--- config.mk ---
export PLATFORM = sky130hd
export DESIGN_NAME = dbg_reg_dump_ctrl
export DESIGN_NICKNAME = d
export VERILOG_FILES = /design/src/rtl/dbg_ctrl_pkg.sv /design/src/rtl/dbg_rsp_fifo.sv /design/src/rtl/dbg_reg_dump_ctrl.sv
export SDC_FILE = /design/constraint.sdc
export NUM_CORES = 1
export LEC_CHECK = 0
export CAP_MARGIN = 30
export CORE_MARGIN = 4
export CORE_UTILIZATION = 30
export CTS_CLUSTER_DIAMETER = 40
export DETAILED_ROUTE_END_ITERATION = 6
export DONT_BUFFER_PORTS = 1
export GPL_ROUTABILITY_DRIVEN = 0
export PLACE_DENSITY = 0.55
export SYNTH_ARGS = -nofsm -noshare
export SYNTH_HDL_FRONTEND = slang
export SYNTH_HIERARCHICAL = 1
export SYNTH_SLANG_ARGS = --single-unit
--- constraint.sdc ---
create_clock -name clk -period 3.7 [get_ports clk]
set_input_delay 0.555 -clock clk [delete_from_list [all_inputs] [get_ports clk]]
set_output_delay 0.555 -clock clk [all_outputs]
set_load 0.01 [all_outputs]
--- src/rtl/dbg_ctrl_pkg.sv ---
// Shared types and constants for the debug register-dump controller.
//   state_t     : controller FSM states
//   tag_t       : in-flight read tag {addr,last} travelling with the read latency
//   rsp_entry_t : response FIFO entry {addr,data,last}
//   next_sel()  : register index increment with wrap at NUM_REGS
//   cmd_count() : maps a command count of 0 to NUM_REGS
package dbg_ctrl_pkg;

  localparam int unsigned NUM_REGS = 32;
  localparam int unsigned DATA_W   = 32;
  localparam int unsigned SEL_W    = $clog2(NUM_REGS);
  localparam int unsigned CNT_W    = SEL_W + 1;

  typedef enum logic [1:0] {
    IDLE,
    HALT_WAIT,
    ISSUE,
    DRAIN
  } state_t;

  typedef struct packed {
    logic [SEL_W-1:0] addr;
    logic             last;
  } tag_t;

  typedef struct packed {
    logic [SEL_W-1:0]  addr;
    logic [DATA_W-1:0] data;
    logic              last;
  } rsp_entry_t;

  // Explicit wrap so a non power-of-two register count still cycles correctly.
  function automatic logic [SEL_W-1:0] next_sel(input logic [SEL_W-1:0] cur);
    if (cur == SEL_W'(NUM_REGS - 1)) return '0;
    return cur + 1'b1;
  endfunction

  function automatic logic [CNT_W-1:0] cmd_count(input logic [CNT_W-1:0] cnt);
    return (cnt == '0) ? CNT_W'(NUM_REGS) : cnt;
  endfunction

endpackage

--- src/rtl/dbg_rsp_fifo.sv ---
// Response FIFO, first-word-fall-through.
//   clk, rst   : clock, asynchronous active-high reset
//   flush      : synchronous clear (priority over push/pop)
//   push       : write push_data
//   pop        : consume head (ignored when empty)
//   head       : current head entry, valid while not_empty
//   not_empty  : head valid
//   count      : number of stored entries (0..DEPTH)
// Push+pop on the same edge is legal at full and at empty; count is unchanged
// at full, and at empty the pop is ignored so the entry is stored.
module dbg_rsp_fifo
  import dbg_ctrl_pkg::*;
#(
  parameter int unsigned DEPTH = 4
) (
  input  logic                     clk,
  input  logic                     rst,
  input  logic                     flush,
  input  logic                     push,
  input  rsp_entry_t               push_data,
  input  logic                     pop,
  output rsp_entry_t               head,
  output logic                     not_empty,
  output logic [$clog2(DEPTH):0]   count
);

  localparam int unsigned PW = $clog2(DEPTH);

  rsp_entry_t    mem [DEPTH];
  logic [PW-1:0] wr_ptr;
  logic [PW-1:0] rd_ptr;
  logic [PW:0]   cnt_q;
  logic          pop_en;
  logic          full;

  assign full      = (cnt_q == (PW + 1)'(DEPTH));
  assign pop_en    = pop && (cnt_q != '0);
  assign not_empty = (cnt_q != '0);
  assign head      = mem[rd_ptr];
  assign count     = cnt_q;

  always_ff @(posedge clk or posedge rst) begin
    if (rst) begin
      wr_ptr <= '0;
      rd_ptr <= '0;
      cnt_q  <= '0;
    end else if (flush) begin
      wr_ptr <= '0;
      rd_ptr <= '0;
      cnt_q  <= '0;
    end else begin
      if (push)   wr_ptr <= wr_ptr + 1'b1;
      if (pop_en) rd_ptr <= rd_ptr + 1'b1;
      case ({push, pop_en})
        2'b10:   cnt_q <= cnt_q + 1'b1;
        2'b01:   cnt_q <= cnt_q - 1'b1;
        default: cnt_q <= cnt_q;
      endcase
    end
  end

  // Storage needs no reset; entries are only observed behind not_empty.
  always_ff @(posedge clk) begin
    if (push && !flush) mem[wr_ptr] <= push_data;
  end

  // The controller's credit check must make a write into a full FIFO impossible.
  assert property (@(posedge clk) disable iff (rst) !(push && full && !pop_en && !flush));

endmodule

--- src/rtl/dbg_reg_dump_ctrl.sv ---
// Debug register-file dump controller.
// Accepts {start reg, count}, requests a core halt, then walks reg_sel_o
// through the core debug port, captures data_reg_i RD_LATENCY cycles after
// each select and streams {addr,data,last} responses through a small FIFO.
//   clk, rst_i                  : clock, asynchronous active-high reset
//   cmd_valid_i/ready_o         : command handshake (ready only in IDLE)
//   cmd_addr_i, cmd_cnt_i       : first register, register count (0 = NUM_REGS)
//   abort_i                     : cancel active command, flush everything
//   halt_req_o, halted_i        : core halt request / acknowledge
//   reg_sel_o, data_reg_i       : core debug register select / read data
//   rsp_valid_o/ready_i         : response handshake (FIFO head)
//   rsp_addr_o/data_o/last_o    : response payload
//   busy_o                      : controller not IDLE
module dbg_reg_dump_ctrl
  import dbg_ctrl_pkg::*;
#(
  parameter int unsigned RD_LATENCY = 1,
  parameter int unsigned FIFO_DEPTH = 4
) (
  input  logic              clk,
  input  logic              rst_i,
  input  logic              cmd_valid_i,
  output logic              cmd_ready_o,
  input  logic [SEL_W-1:0]  cmd_addr_i,
  input  logic [CNT_W-1:0]  cmd_cnt_i,
  input  logic              abort_i,
  output logic              halt_req_o,
  input  logic              halted_i,
  output logic [SEL_W-1:0]  reg_sel_o,
  input  logic [DATA_W-1:0] data_reg_i,
  output logic              rsp_valid_o,
  input  logic              rsp_ready_i,
  output logic [SEL_W-1:0]  rsp_addr_o,
  output logic [DATA_W-1:0] rsp_data_o,
  output logic              rsp_last_o,
  output logic              busy_o
);

  localparam int unsigned CW = $clog2(FIFO_DEPTH) + 1;

  state_t           state_q;
  state_t           state_d;
  logic [SEL_W-1:0] cur_q;
  logic [SEL_W-1:0] sel_q;
  logic [CNT_W-1:0] remaining_q;

  logic             issue;
  logic             last_issue;
  logic             flush;
  logic [CW-1:0]    fifo_count;
  logic [CW-1:0]    inflight;
  logic [CW:0]      credit_used;
  tag_t             issue_tag;
  tag_t             wr_tag;
  logic             fifo_push;
  rsp_entry_t       wr_entry;
  rsp_entry_t       head;
  logic             fifo_not_empty;

  assign flush       = abort_i && (state_q != IDLE);
  assign last_issue  = (remaining_q == CNT_W'(1));
  // Entries already queued plus reads still in the latency pipe must fit the
  // FIFO, so every issued read is guaranteed a slot when its data arrives.
  assign credit_used = {1'b0, fifo_count} + {1'b0, inflight};
  assign issue       = (state_q == ISSUE) && halted_i && !abort_i &&
                       (credit_used < (CW + 1)'(FIFO_DEPTH));
  assign issue_tag   = '{addr: cur_q, last: last_issue};

  // The select reaches the core in the issue cycle itself so that a zero
  // latency read can be captured on the same edge; otherwise it holds.
  assign reg_sel_o   = issue ? cur_q : sel_q;

  assign cmd_ready_o = (state_q == IDLE);
  assign busy_o      = (state_q != IDLE);
  assign halt_req_o  = (state_q != IDLE);

  always_comb begin
    state_d = state_q;
    unique case (state_q)
      IDLE:      if (cmd_valid_i) state_d = HALT_WAIT;
      HALT_WAIT: if (halted_i) state_d = ISSUE;
      ISSUE:     if (issue && last_issue) state_d = DRAIN;
      DRAIN:     if (inflight == '0 && fifo_count == '0) state_d = IDLE;
      default:   state_d = IDLE;
    endcase
    if (flush) state_d = IDLE;
  end

  always_ff @(posedge clk or posedge rst_i) begin
    if (rst_i) begin
      state_q     <= IDLE;
      cur_q       <= '0;
      sel_q       <= '0;
      remaining_q <= '0;
    end else begin
      state_q <= state_d;
      if (state_q == IDLE && cmd_valid_i) begin
        cur_q       <= cmd_addr_i;
        remaining_q <= cmd_count(cmd_cnt_i);
      end else if (issue) begin
        cur_q       <= next_sel(cur_q);
        remaining_q <= remaining_q - 1'b1;
        sel_q       <= cur_q;
      end
    end
  end

  generate
    if (RD_LATENCY == 0) begin : g_lat0
      assign inflight  = '0;
      assign fifo_push = issue;
      assign wr_tag    = issue_tag;
    end else begin : g_pipe
      tag_t                  tag_q [RD_LATENCY];
      logic [RD_LATENCY-1:0] vld_q;

      always_ff @(posedge clk or posedge rst_i) begin
        if (rst_i) begin
          vld_q <= '0;
          for (int unsigned i = 0; i < RD_LATENCY; i++) tag_q[i] <= '0;
        end else if (flush) begin
          vld_q <= '0;
        end else begin
          vld_q[0] <= issue;
          tag_q[0] <= issue_tag;
          for (int unsigned i = 1; i < RD_LATENCY; i++) begin
            vld_q[i] <= vld_q[i-1];
            tag_q[i] <= tag_q[i-1];
          end
        end
      end

      always_comb begin
        inflight = '0;
        for (int unsigned i = 0; i < RD_LATENCY; i++) inflight = inflight + CW'(vld_q[i]);
      end

      assign fifo_push = vld_q[RD_LATENCY-1];
      assign wr_tag    = tag_q[RD_LATENCY-1];
    end
  endgenerate

  assign wr_entry = '{addr: wr_tag.addr, data: data_reg_i, last: wr_tag.last};

  dbg_rsp_fifo #(
    .DEPTH (FIFO_DEPTH)
  ) u_rsp_fifo (
    .clk       (clk),
    .rst       (rst_i),
    .flush     (flush),
    .push      (fifo_push),
    .push_data (wr_entry),
    .pop       (rsp_ready_i),
    .head      (head),
    .not_empty (fifo_not_empty),
    .count     (fifo_count)
  );

  assign rsp_valid_o = fifo_not_empty;
  assign rsp_addr_o  = head.addr;
  assign rsp_data_o  = head.data;
  assign rsp_last_o  = head.last;

endmodule

# Yosys cells after proc, flatten, opt, wreduce, memory -nomap -nowiden
# Memory sizes are Yosys's and may differ from the RTL's.
# Cells that the tools add are included.
# Widths: inputs -> output; s select.
# classes
n_lt_le_gt_ge	1
add_sub_neg	7
muxes	26
n_reduce_logical	22
n_eq_ne	11
# ops
op	n
$mux 5	5
$mux 2	9
$mux 6	3
$logic_and 1x1->1	9
$ne 3x2->1 const B	3
$pmux 2 s4	1
$reduce_bool 2->1	4
$eq 2x2->1 const B	3
$eq 6x1->1 const B	1
$logic_not 3->1	2
$logic_not 6->1	1
$mux 1	6
$pmux 3 s2	1
$reduce_bool 3->1	2
$sub 6x1->6 const B	1
$add 5x1->5 const B	1
$eq 5x5->1 const B	1
$add 2x1->2 const B	2
$add 3x1->4	1
$eq 2x1->1 const B	2
$lt 4x3->1 const B	1
$reduce_and 4->1	1
$add 3x1->3 const B	1
$mux 3	1
other kinds (4)	5
# word_totals
out_inout_bits	47
mem_bits_rw	152
regBits	32
in_bits	49
mem_count	1
elab_cells	78
# mem_list
memory	depth	width	read_ports	rd_ports_with_merged_regs	write_ports	line	rtl
u_rsp_fifo.mem	4	38	1	0	1	dbg_rsp_fifo.sv:29	rsp_entry_t mem [DEPTH];

# Longest topological paths before layout
# Gate-level depths: netlist (run 1).
# logic_depth
depth_word	9
depth_mapped	8
mapped_depth_nobuf	7

# Modules after synthesis
# The synthesis (run 1) kept the hierarchy.
# modules_own_cells
mod	seq_area_each_um2	cells_each	n_inst	area_per_inst_um2
dbg_rsp_fifo	4739.5	253	1	5989.5
dbg_reg_dump_ctrl	625.6	136	1	1411.4

# Worst setup path before layout (run 1)
# No wires, ideal clock.
# synth_timing
path_kind	register to register
from	register state_q[0]
to	memory u_rsp_fifo/mem[0][0] (netlist bit), enable pin
required_time_ps	3301
period_less_slack_ps	2761
t_arrival_ps	2362
path_slack_ps	939
stages_incl_launch_ff	8
path_buffers	2
setup_ps	399
cell_sequence	dfrtp_1 > inv_1 > ha_1 > nor2b_1 > buf_1 > clkbuf_1 > nor2b_1 > and2_1
# synth_via
elab_chain_cells	6
# synth_rtl
element	line	rtl
from (decl)	dbg_reg_dump_ctrl.sv:41	state_t state_q;
from (signal assigned)	dbg_reg_dump_ctrl.sv:96	state_q <= state_d;
$reduce_bool 2->1	dbg_reg_dump_ctrl.sv:60	assign flush = abort_i && (state_q != IDLE);
$logic_and 1x1->1	dbg_reg_dump_ctrl.sv:60	
net flush	dbg_reg_dump_ctrl.sv:49	logic flush;
$logic_not 1->1	dbg_rsp_fifo.sv:64	if (push && !flush) mem[wr_ptr] <= push_data;
$logic_and 1x1->1	dbg_rsp_fifo.sv:64	
$mux 1	dbg_rsp_fifo.sv:64	
$mux 1 (implied by the code)	dbg_rsp_fifo.sv:64	
to (decl)	dbg_rsp_fifo.sv:29	
# The timed path passes the listed nets, and every way through them passes these cells.

# Worst setup path in the final report (run 1)
# layout_timing
from	register state_q[0]
to	output port reg_sel_o[0]
# layout_via
elab_chain_cells	5
# layout_rtl
element	line	rtl
$eq 2x2->1	dbg_reg_dump_ctrl.sv:65	assign issue = (state_q == ISSUE) && halted_i && !abort_i &&
$logic_and 1x1->1 (3 in a row)	dbg_reg_dump_ctrl.sv:65	
$mux 5	--	
to (decl)	dbg_reg_dump_ctrl.sv:29	output logic [SEL_W-1:0] reg_sel_o,
# Every way passes these cells.

==> run metrics, run 1 <==
status=finished, final reports clean; clock share of power=a little under a third; clock insertion delay at the later pin of the skew report=roughly 0.42 ns; cts repair resizes=0; final WL=14500 µm; setup TNS=0 ns; Mapped Cells=between 300 and 400; CTS Buf Count=17; GR Util All Layers=between 10 and 15%; Layout area overhead=14.0%; register bit count reported by yosys=184; Top FF cell, synth=edfxtp_1; starting density of the core=approximately 30%; clock root buffer=clkbuf_16; Lkg Pwr=between 0.002 and 0.003 µW; ys async rst share=17.4%; largest net degree at the start of global routing=26; placed instance count=710; power per cell area=between 700 and 800 mW/mm²; Final setup viols=0; worst-case clock buffer depth=2; Cell Chain, Critical Path=inv_1 -> ha_1 -> and4bb_1 -> nand2_4 -> clkinv_2 -> mux2_2; synthesized area=between 0.007 and 0.008 mm²; Syn Nets=approximately 450; P_sw=1840 µW; Sink Count=about 180; crit path kind=flip-flop to primary output; Routed met1 length=around 5900 µm; initial antenna violation count=0; number of H-tree levels=4; Post-synth EDFFs=152; max cap viols=0; Core Box Area=0.0243 mm²; Worst R2R Setup Slack=1.24 ns; I/O pin cnt=96; area of the die=roughly 0.027 mm²; Overflow after GRT=0; DR WL met3=about 1300 µm; fin. max-slew vios=0; Non-Filler Instances=743; layout cells sized above 1=between 20% and 30%; Chip Height=roughly 170 µm; worst-path fanout max=10; first drt pass iteration count=4; Seq/Total Area, Yosys=72.5%; final worst path period share=76.0%; Worst Reg-to-Reg Cells=6; WHS=about 0.06 ns; Final Util=34.7%; Die W=around 170 µm; final net count=469; CTS tree=done; DR vias/cell=between 4 and 5; Fin Clk Skew=between 0.008 and 0.009 ns; crit path buf inv count=2; CTS clk-pin slew, worst paths=roughly 0.07 ns; signal arrival time at the worst endpoint=roughly 2.3 ns; Syn. warnings=6; CP peak stage delay=about 0.41 ns; post-route worst setup slack=about 0.89 ns; PortBufs=0; diodes inserted=0; worst min path class=primary input to async pin; CP Launch Type=flip-flop; Slew HR=between 60% and 70%; Cell Rows=57; Final ANT Viol Nets=0; Net Sw Frac=between 30 and 40%; kind of cell adding the most delay to the critical path=simple AND/OR/NAND/NOR gates; P_int=4080 µW; fmax=between 300 and 400 MHz; WP data required=3.14 ns; via count=3491; Avg Inst Size Synth=19.0 µm²; first-pass GRT wire length=22400 µm; slowest cell on the critical path=dfrtp_1; vias in the first global route=3722; met2 WL post-DR=approximately 7200 µm; Final Hold Fails=0; sequential power share=46.3%; critical path endpoint category=primary output; Fill cells=~2300; DR WL/cell=between 15 and 20 µm; Reg2Reg Launch Point=state_q[0]; drc violations=0; Initial DRC Count=~230; Peak supply drop=approximately 0.31 mV; Top Layer Used=met4; min Tclk post-route=2.81 ns; Worst Max-Slew Pin Slew=0.567 ns; pre-CTS setup slack=1.19 ns; RR Endpoint=u_rsp_fifo/mem[1][30]; HPWL after DPL=between 9000 and 10000 µm; power share of the combinational group=between 20 and 25%; RSZ-0062 raised after global routing=false; Netlist cell types=48
## cells in the final DEF, fill, tap and decap left out, types with 3 or more instances in the layout
master	count
xor2_1	6
inv_6	3
mux4_2	38
nor2_1	21
nor2b_1	4
edfxtp_1	152
and2_2	4
inv_8	3
nand2_1	16
a31oi_1	7
mux2_1	5
and3_1	3
inv_1	12
mux2_2	9
dfrtp_1	30
clkinv_8	4
xnor2_1	4
nand3_1	3
o21ai_0	10
clkbuf_16	17
buf_4	10
ha_1	13
## cells in the mapped netlist (2+ instances only)
| master | number | area, µm² |
|---|---|---|
| xor2_1 | 6 | 52.6 |
| dfrtp_1 | 32 | 801 |
| o31ai_1 | 2 | 15.0 |
| buf_2 | 5 | 25.0 |
| nor2b_1 | 4 | 25.0 |
| inv_1 | 12 | 45.0 |
| nand4b_1 | 2 | 17.5 |
| nor2_1 | 21 | 78.8 |
| o21ai_1 | 2 | 10.0 |
| ha_1 | 13 | 163 |
| nand3_1 | 3 | 15.0 |
| nand4_1 | 2 | 12.5 |
| and2_1 | 5 | 31.3 |
| xnor2_1 | 4 | 35.0 |
| nor3_1 | 2 | 10.0 |
| or4_1 | 2 | 15.0 |
| o21ai_0 | 10 | 50.1 |
| and3b_1 | 2 | 17.5 |
| nand2_1 | 16 | 60.1 |
| mux2_1 | 5 | 56.3 |
| mux4_2 | 38 | 856 |
| mux2i_1 | 2 | 20.0 |
| clkbuf_1 | 3 | 11.3 |
| and3_1 | 3 | 18.8 |
| mux2_2 | 9 | 101 |
| buf_6 | 5 | 56.3 |
| a31oi_1 | 7 | 43.8 |
| edfxtp_1 | 152 | 4560 |
## flip-flops by register name (all words and copies together) (netlist names)
signal / flops
state_q: 2
remaining_q: 6
g_pipe.tag_q: 6
u_rsp_fifo/rd_ptr: 2
cur_q: 5
u_rsp_fifo/mem: 152
sel_q: 5
fifo_push: 1
u_rsp_fifo/count: 3
u_rsp_fifo/wr_ptr: 2
## stage by stage
stage	total power (µW)	area (µm²)
floorplan	3850	7400
global placement	4130	7780
detailed placement	4190	7820
CTS	6020	8440
global route	6260	8440
finish	5920	8440
## cell type report
type	count	area [µm²]	area share [%]
timing repair buffer	13	120	1.42
clock inverter	14	180	2.13
sequential	184	5370	63.6
tap	324	405	4.80
clock buffer	18	429	5.09
inverter	13	50.0	0.593
multi-input combinational	177	1890	22.4
## how the worst max path moves through the flow
stage                     from                    end  depth (start not counted)
finish              state_q[0]           reg_sel_o[0]                          6
global route        state_q[0]           reg_sel_o[0]                          6
CTS                 state_q[0]           reg_sel_o[0]                          6
detailed placement  state_q[0]  u_rsp_fifo/mem[1][32]                          6
global placement    state_q[0]  u_rsp_fifo/mem[1][22]                          6
floorplan           state_q[0]   u_rsp_fifo/mem[0][0]                          7
## power by group through the flow
| stage | Sequential, µW | Clock [µW] | Combinational, µW |
|---|---|---|---|
| after floorplan | 2640 | 0 | 1220 |
| after global placement | 2830 | 0 | 1300 |
| after detailed placement | 2790 | 0 | 1400 |
| after CTS | 2750 | 1870 | 1410 |
| after global routing | 2790 | 1960 | 1500 |
| final | 2740 | 1810 | 1360 |
## cells by family (layout without fill, tap and decap cells)
| family | count (synthesis) | count (layout) | share of synthesized area [%] |
|---|---|---|---|
| buffers and inverters | 28 | 58 | 2.08 |
| adder cells (fa/ha/maj) | 14 | 14 | 2.47 |
| flip-flops | 184 | 184 | 72.5 |
| multiplexers | 54 | 54 | 14.0 |
| AO/OA/AOI/OAI | 31 | 31 | 2.96 |
| AND/OR/NAND/NOR | 68 | 68 | 4.85 |
| XOR/XNOR | 10 | 10 | 1.18 |
## timing repair
| item | in CTS | in global routing |
|---|---|---|
| hold endpoints to repair | 7 | 0 |
| hold buffers | 1 | 0 |
| buffers inserted | 0 | 0 |
## per-layer routing
layer  vias up  track usage [%]
li1       1570                -
met1      1819             13.0
met2        93             18.2
met3         9             4.59
met4         0             3.40
met5         -                0
(Power assumes the default switching activity.)
==> inputs of run 2 (changes only) <==
PLACE_DENSITY = 0.56   (was 0.55)
clock period = 2.4 ns   (was 3.7 ns; I/O delays follow)
==> run 2 against run 1 <==
Effect of this change:
- flip-flop and latch count did not move
- utilization up 0.57 points
- worst setup slack got worse by 0.81 ns
- final cell count grew 0.94%
- sequential power up 50%
- largest power group unchanged
==> run metrics, run 2 (same netlist as run 1, synthesis figures left out) <==
WP data required=2.04 ns (-1.10 ns); status=finished, final reports clean; Die W=165 µm (unchanged); Initial DRC Count=149 (-34%); PortBufs=0 (unchanged); GR Util All Layers=10.6% (-0.39 points); number of H-tree levels=4 (unchanged); HPWL after DPL=8700 µm (-11%); Chip Height=165 µm (unchanged); critical path endpoint category=primary output; top flop regs=u_rsp_fifo/mem: 152 flops, g_pipe.tag_q: 6 flops, remaining_q: 6 flops; CP peak stage delay=0.41 ns (about the same); crit path kind=flip-flop to primary output; worst-case clock buffer depth=2 (unchanged); Cell Rows=57 (unchanged); DR vias/cell=4.76 (+1.3%); Slew HR=72.1% (+9.9 points); min Tclk post-route=2.32 ns; max cap viols=0 (unchanged); final net count=476 (+1.5%); DR WL/cell=18.8 µm (-3.7%); starting density of the core=30.4% (unchanged); area of the die=0.0272 mm² (unchanged); Fin Clk Skew=0.0144 ns (+0.00598 ns); layout cells sized above 1=26.5% (+1.9 points); fin. max-slew vios=0 (unchanged); Lkg Pwr=0.00286 µW (+1.9%); Cell Chain, Critical Path=inv_2 -> ha_2 -> and4bb_2 -> nand2_4 -> inv_8 -> mux2_2; CP Launch Type=flip-flop; max FFs per register=152 (unchanged); Sink Count=184 (unchanged); kind of cell adding the most delay to the critical path=simple AND/OR/NAND/NOR gates; Worst Max-Slew Pin Slew=0.418 ns (-0.149 ns); Core Box Area=0.0243 mm² (unchanged); clock insertion delay at the later pin of the skew report=0.42 ns (about the same); final worst path period share=approximately 97%; Final setup viols=0 (unchanged); initial antenna violation count=0 (unchanged); Peak supply drop=0.511 mV (+65%); CTS clk-pin slew, worst paths=0.08 ns (about the same); WHS=0.0315 ns (-0.0271 ns); Final Hold Fails=0 (unchanged); Overflow after GRT=0 (unchanged); worst-path fanout max=8 (-2); slowest cell on the critical path=dfrtp_1; most frequent cells in the layout=edfxtp_1, mux4_2, dfrtp_1; diodes inserted=0 (unchanged); vias in the first global route=3776 (+1.5%); register name with the most flops=u_rsp_fifo/mem; commonest non-fill, non-tap cell in the layout=edfxtp_1; first drt pass iteration count=4 (unchanged); via count=3568 (+2.2%); crit path buf inv count=2 (unchanged); final WL=14100 µm (-2.7%); worst min path class=primary input to flip-flop; largest net degree at the start of global routing=39 (+50%); CTS tree=done; clock root buffer=clkbuf_16; fmax=~430 MHz; CTS Buf Count=17 (unchanged); design area=0.00858 mm² (+1.6%); signal arrival time at the worst endpoint=1.96 ns (-0.30 ns); Final ANT Viol Nets=0 (unchanged); drc violations=0 (unchanged); I/O pin cnt=96 (unchanged); Layout area overhead=15.9%; Post-DP Area=0.00788 mm² (+0.77%); power per cell area=1070 mW/mm² (+53%); first-pass GRT wire length=21700 µm (-3.0%)
## run 2: final timing paths
check | from | to | slack [ns] | cells after the start
worst max register to register | u_rsp_fifo/count[1] | u_rsp_fifo/count[2] | 0.33 | 5
worst max-delay path | state_q[0] | reg_sel_o[0] | 0.08 | 6
max in group asynchronous | rst_i | g_pipe.tag_q[3] | 1.72 | 3
worst min register to register | sel_q[0] | sel_q[0] | 0.49 | 1
min in group asynchronous | rst_i | state_q[1] | 0.31 | 2
worst min-delay path | data_reg_i[10] | u_rsp_fifo/mem[3][11] | 0.03 | 0
## run 2: worst reg2reg max path: stages, from the launching register on
cell and delay [ns]:
dfrtp_1 0.50, o31ai_2 0.42, nor2_1 0.10, fa_1 0.44, and3_1 0.18, o311a_1 0.31
## run 2: metal layers
layer  routed length [µm]  GRT usage, %  vias up
li1                     -             -     1587
met1                 5770          12.7     1872
met2                 6990          17.6       97
met3                 1160          4.00       12
met4                  196          3.52        0
met5                    0             0        -
## run 2: area by class of cell
cell class,instances,area [µm²]
Clock buffer,17,425
Clock inverter,15,185
Fill cell,2265,15700
Inverter,13,56.3
Multi-Input combinational cell,177,1890
Sequential cell,184,5370
Tap cell,324,405
Timing Repair Buffer,20,248
## run 2: metrics by stage
stage / utilization, % / setup TNS (ns) / worst slack, ns / power [µW] / std cells
final: 35.3 / 0 / 0.0805 / 9210 / 750
after floorplan: - / 0 / 0.0404 / 5940 / 389
after detailed placement: 32.4 / 0 / 0.338 / 6480 / 708
after CTS: 35.0 / 0 / 0.0160 / 9320 / 741
after global routing: 35.3 / -0.0148 / -0.0148 / 9740 / 750
after global placement: 32.3 / 0 / 0.410 / 6400 / 707
## run 2: report_power, final
| part | leakage [µW] | switching, µW | internal, µW | total (µW) |
|---|---|---|---|---|
| registers | 0.00176 | 316 | 3800 | 4120 |
| clock network | 0.000297 | 1320 | 1500 | 2820 |
| logic | 0.000804 | 1220 | 1050 | 2270 |
## run 2: what timing repair did
item                                    in CTS  in global routing
endpoints found under the setup margin       1                  1
pin swaps                                    1                  2
buffers inserted                             0                  9
hold buffers                                 1                  0
endpoints found under the hold margin       32                  0
resized for setup                            3                  2
==> inputs of run 3 (changes only) <==
CORE_MARGIN = default   (was 4)
==> run 3 against run 2 <==
Effect of this change:
- flip-flop and latch count unchanged
- hold slack improved by 0.0019 ns
- worst setup slack got worse by 0.020 ns
- clock-buffer cell count unchanged
- global-route usage increased by 1.0 points
- sequential share of layout area decreased by 1.0 points
- design area increased by 1.7%
- register-to-register slack about the same
- power increased by 0.90%
- fmax decreased by 0.84%
- critical endpoint unchanged
- largest power group unchanged
==> run metrics, run 3 (same netlist as run 1, synthesis figures left out) <==
Fin Clk Skew=0.00955 ns (-0.00481 ns); critical path endpoint category=primary output; CTS clk-pin slew, worst paths=0.07 ns (about the same); vias in the first global route=3814 (+1.0%); DR WL/cell=18.8 µm (-0.18%); top flop regs=u_rsp_fifo/mem: 152 flops, g_pipe.tag_q: 6 flops, remaining_q: 6 flops; Die W=159 µm (-3.6%); via count=3599 (+0.87%); fin. max-slew vios=0 (unchanged); Fill cells=2285 (+0.88%); final worst path period share=97.5% (+0.82 points); Slew HR=71.9% (-0.21 points); CTS tree=done; first-pass GRT wire length=22000 µm (+1.6%); max cap viols=0 (unchanged); Lkg Pwr=0.00291 µW (+1.8%); initial antenna violation count=0 (unchanged); DR vias/cell=4.72 (-0.72%); worst-path fanout max=10 (+2); Cell Rows=57 (unchanged); diodes inserted=0 (unchanged); CP Launch Type=flip-flop; Worst Max-Slew Pin Slew=0.421 ns (+0.00317 ns); Initial DRC Count=212 (+42%); starting density of the core=30.5% (+0.090 points); largest net degree at the start of global routing=39 (unchanged); crit path kind=flip-flop to primary output; clock root buffer=clkbuf_16; design area=0.00872 mm² (+1.7%); Core Box Area=0.0242 mm² (-0.29%); Chip Height=159 µm (-3.6%); register name with the most flops=u_rsp_fifo/mem; min Tclk post-route=2.34 ns (+0.0196 ns); Layout area overhead=17.9%; Non-Filler Instances=762 (+1.6%); Overflow after GRT=0 (unchanged); first drt pass iteration count=4 (unchanged); Post-DP Area=0.00787 mm² (-0.16%); PortBufs=0 (unchanged); final WL=14300 µm (+1.4%); area of the die=0.0253 mm² (-7.1%); commonest non-fill, non-tap cell in the layout=edfxtp_1; CTS Buf Count=17 (unchanged); worst-case clock buffer depth=2 (unchanged); final net count=489 (+2.7%); placed instance count=709 (+0.14%); number of H-tree levels=4 (unchanged); layout cells sized above 1=25.1% (-1.4 points); signal arrival time at the worst endpoint=1.98 ns (+0.02 ns); Pwr Total=9290 µW (+0.90%); Worst R2R Setup Slack=0.34 ns (about the same); Sink Count=184 (unchanged); WP data required=2.04 ns (about the same); clock insertion delay at the later pin of the skew report=0.42 ns (about the same); Peak supply drop=0.591 mV (+16%); Final ANT Viol Nets=0 (unchanged); max FFs per register=152 (unchanged); Final Hold Fails=0 (unchanged); GR Util All Layers=11.6% (+1.0 points); status=finished, final reports clean; Final setup viols=0 (unchanged); I/O pin cnt=96 (unchanged); HPWL after DPL=8780 µm (+0.96%); power per cell area=1070 mW/mm² (-0.78%); worst min path class=primary input to flip-flop; drc violations=0 (unchanged); most frequent cells in the layout=edfxtp_1, mux4_2, dfrtp_1; fmax=428 MHz (-0.84%)
## run 3: cell types whose count changed in the layout (fill, tap and decap cells not counted), moves of 2 or more
cell / change
buf_4: -2
clkinv_8: -2
clkinvlp_4: +2
dlygate4sd3_1: +15
inv_6: -2
## run 3: worst paths after layout
check                                          from                    end  depth (start not counted)
worst max register to register  u_rsp_fifo/count[1]    u_rsp_fifo/count[1]                          5
min in group asynchronous                     rst_i             state_q[0]                          2
worst max-delay path                     state_q[0]           reg_sel_o[0]                          6
max in group asynchronous                     rst_i               cur_q[2]                          3
worst min-delay path                 data_reg_i[10]  u_rsp_fifo/mem[1][11]                          0
worst min register to register             sel_q[0]               sel_q[0]                          1
## run 3: through the flow
step	utilization [%]	setup slack (ns)	hold slack [ns]	TNS, ns
finish	36.0	0.0608	0.0334	0
global route	36.0	-0.0121	0.00000192	-0.0121
CTS	35.1	0.00825	0.00680	0
detailed placement	32.4	0.214	0.216	0
global placement	32.4	0.297	0.208	0
floorplan	-	0.0404	0.163	0
## run 3: routing by layer
metal	GRT usage [%]	wire, µm	vias up
met5	0	0	-
li1	-	-	1607
met4	3.02	93	0
met3	5.03	1170	6
met2	19.3	7120	114
met1	13.7	5930	1872
## run 3: worst max-delay path, stage by stage (launching register included)
cell and delay [ns]:
dfrtp_1 0.39, inv_2 0.09, ha_2 0.20, and4bb_4 0.33, nand2_8 0.10, clkinv_4 0.09, mux2_2 0.37
## run 3: timing repair
item | CTS | global route
hold buffers | 1 | 15
cloned | 0 | 0
buffers inserted | 1 | 4
hold endpoints to repair | 7 | 58
endpoints found under the setup margin | 5 | 1
gates resized for setup | 4 | 2
pin swaps | 1 | 1
## run 3: report_power, final
part / leakage (µW) / internal (µW) / switching [µW]
logic: 0.000860 / 1070 / 1200
registers: 0.00176 / 3800 / 363
clock network: 0.000292 / 1580 / 1270
total: 0.00291 / 6450 / 2840
## run 3: cell type report
type | instances | area [µm²] | share of cell area [%]
Tap cell | 324 | 405 | 4.65
Timing Repair Buffer | 33 | 383 | 4.39
Inverter | 13 | 53.8 | 0.617
Sequential cell | 184 | 5370 | 61.5
Multi-Input combinational cell | 177 | 1900 | 21.8
Clock inverter | 14 | 185 | 2.12
Clock buffer | 17 | 425 | 4.88
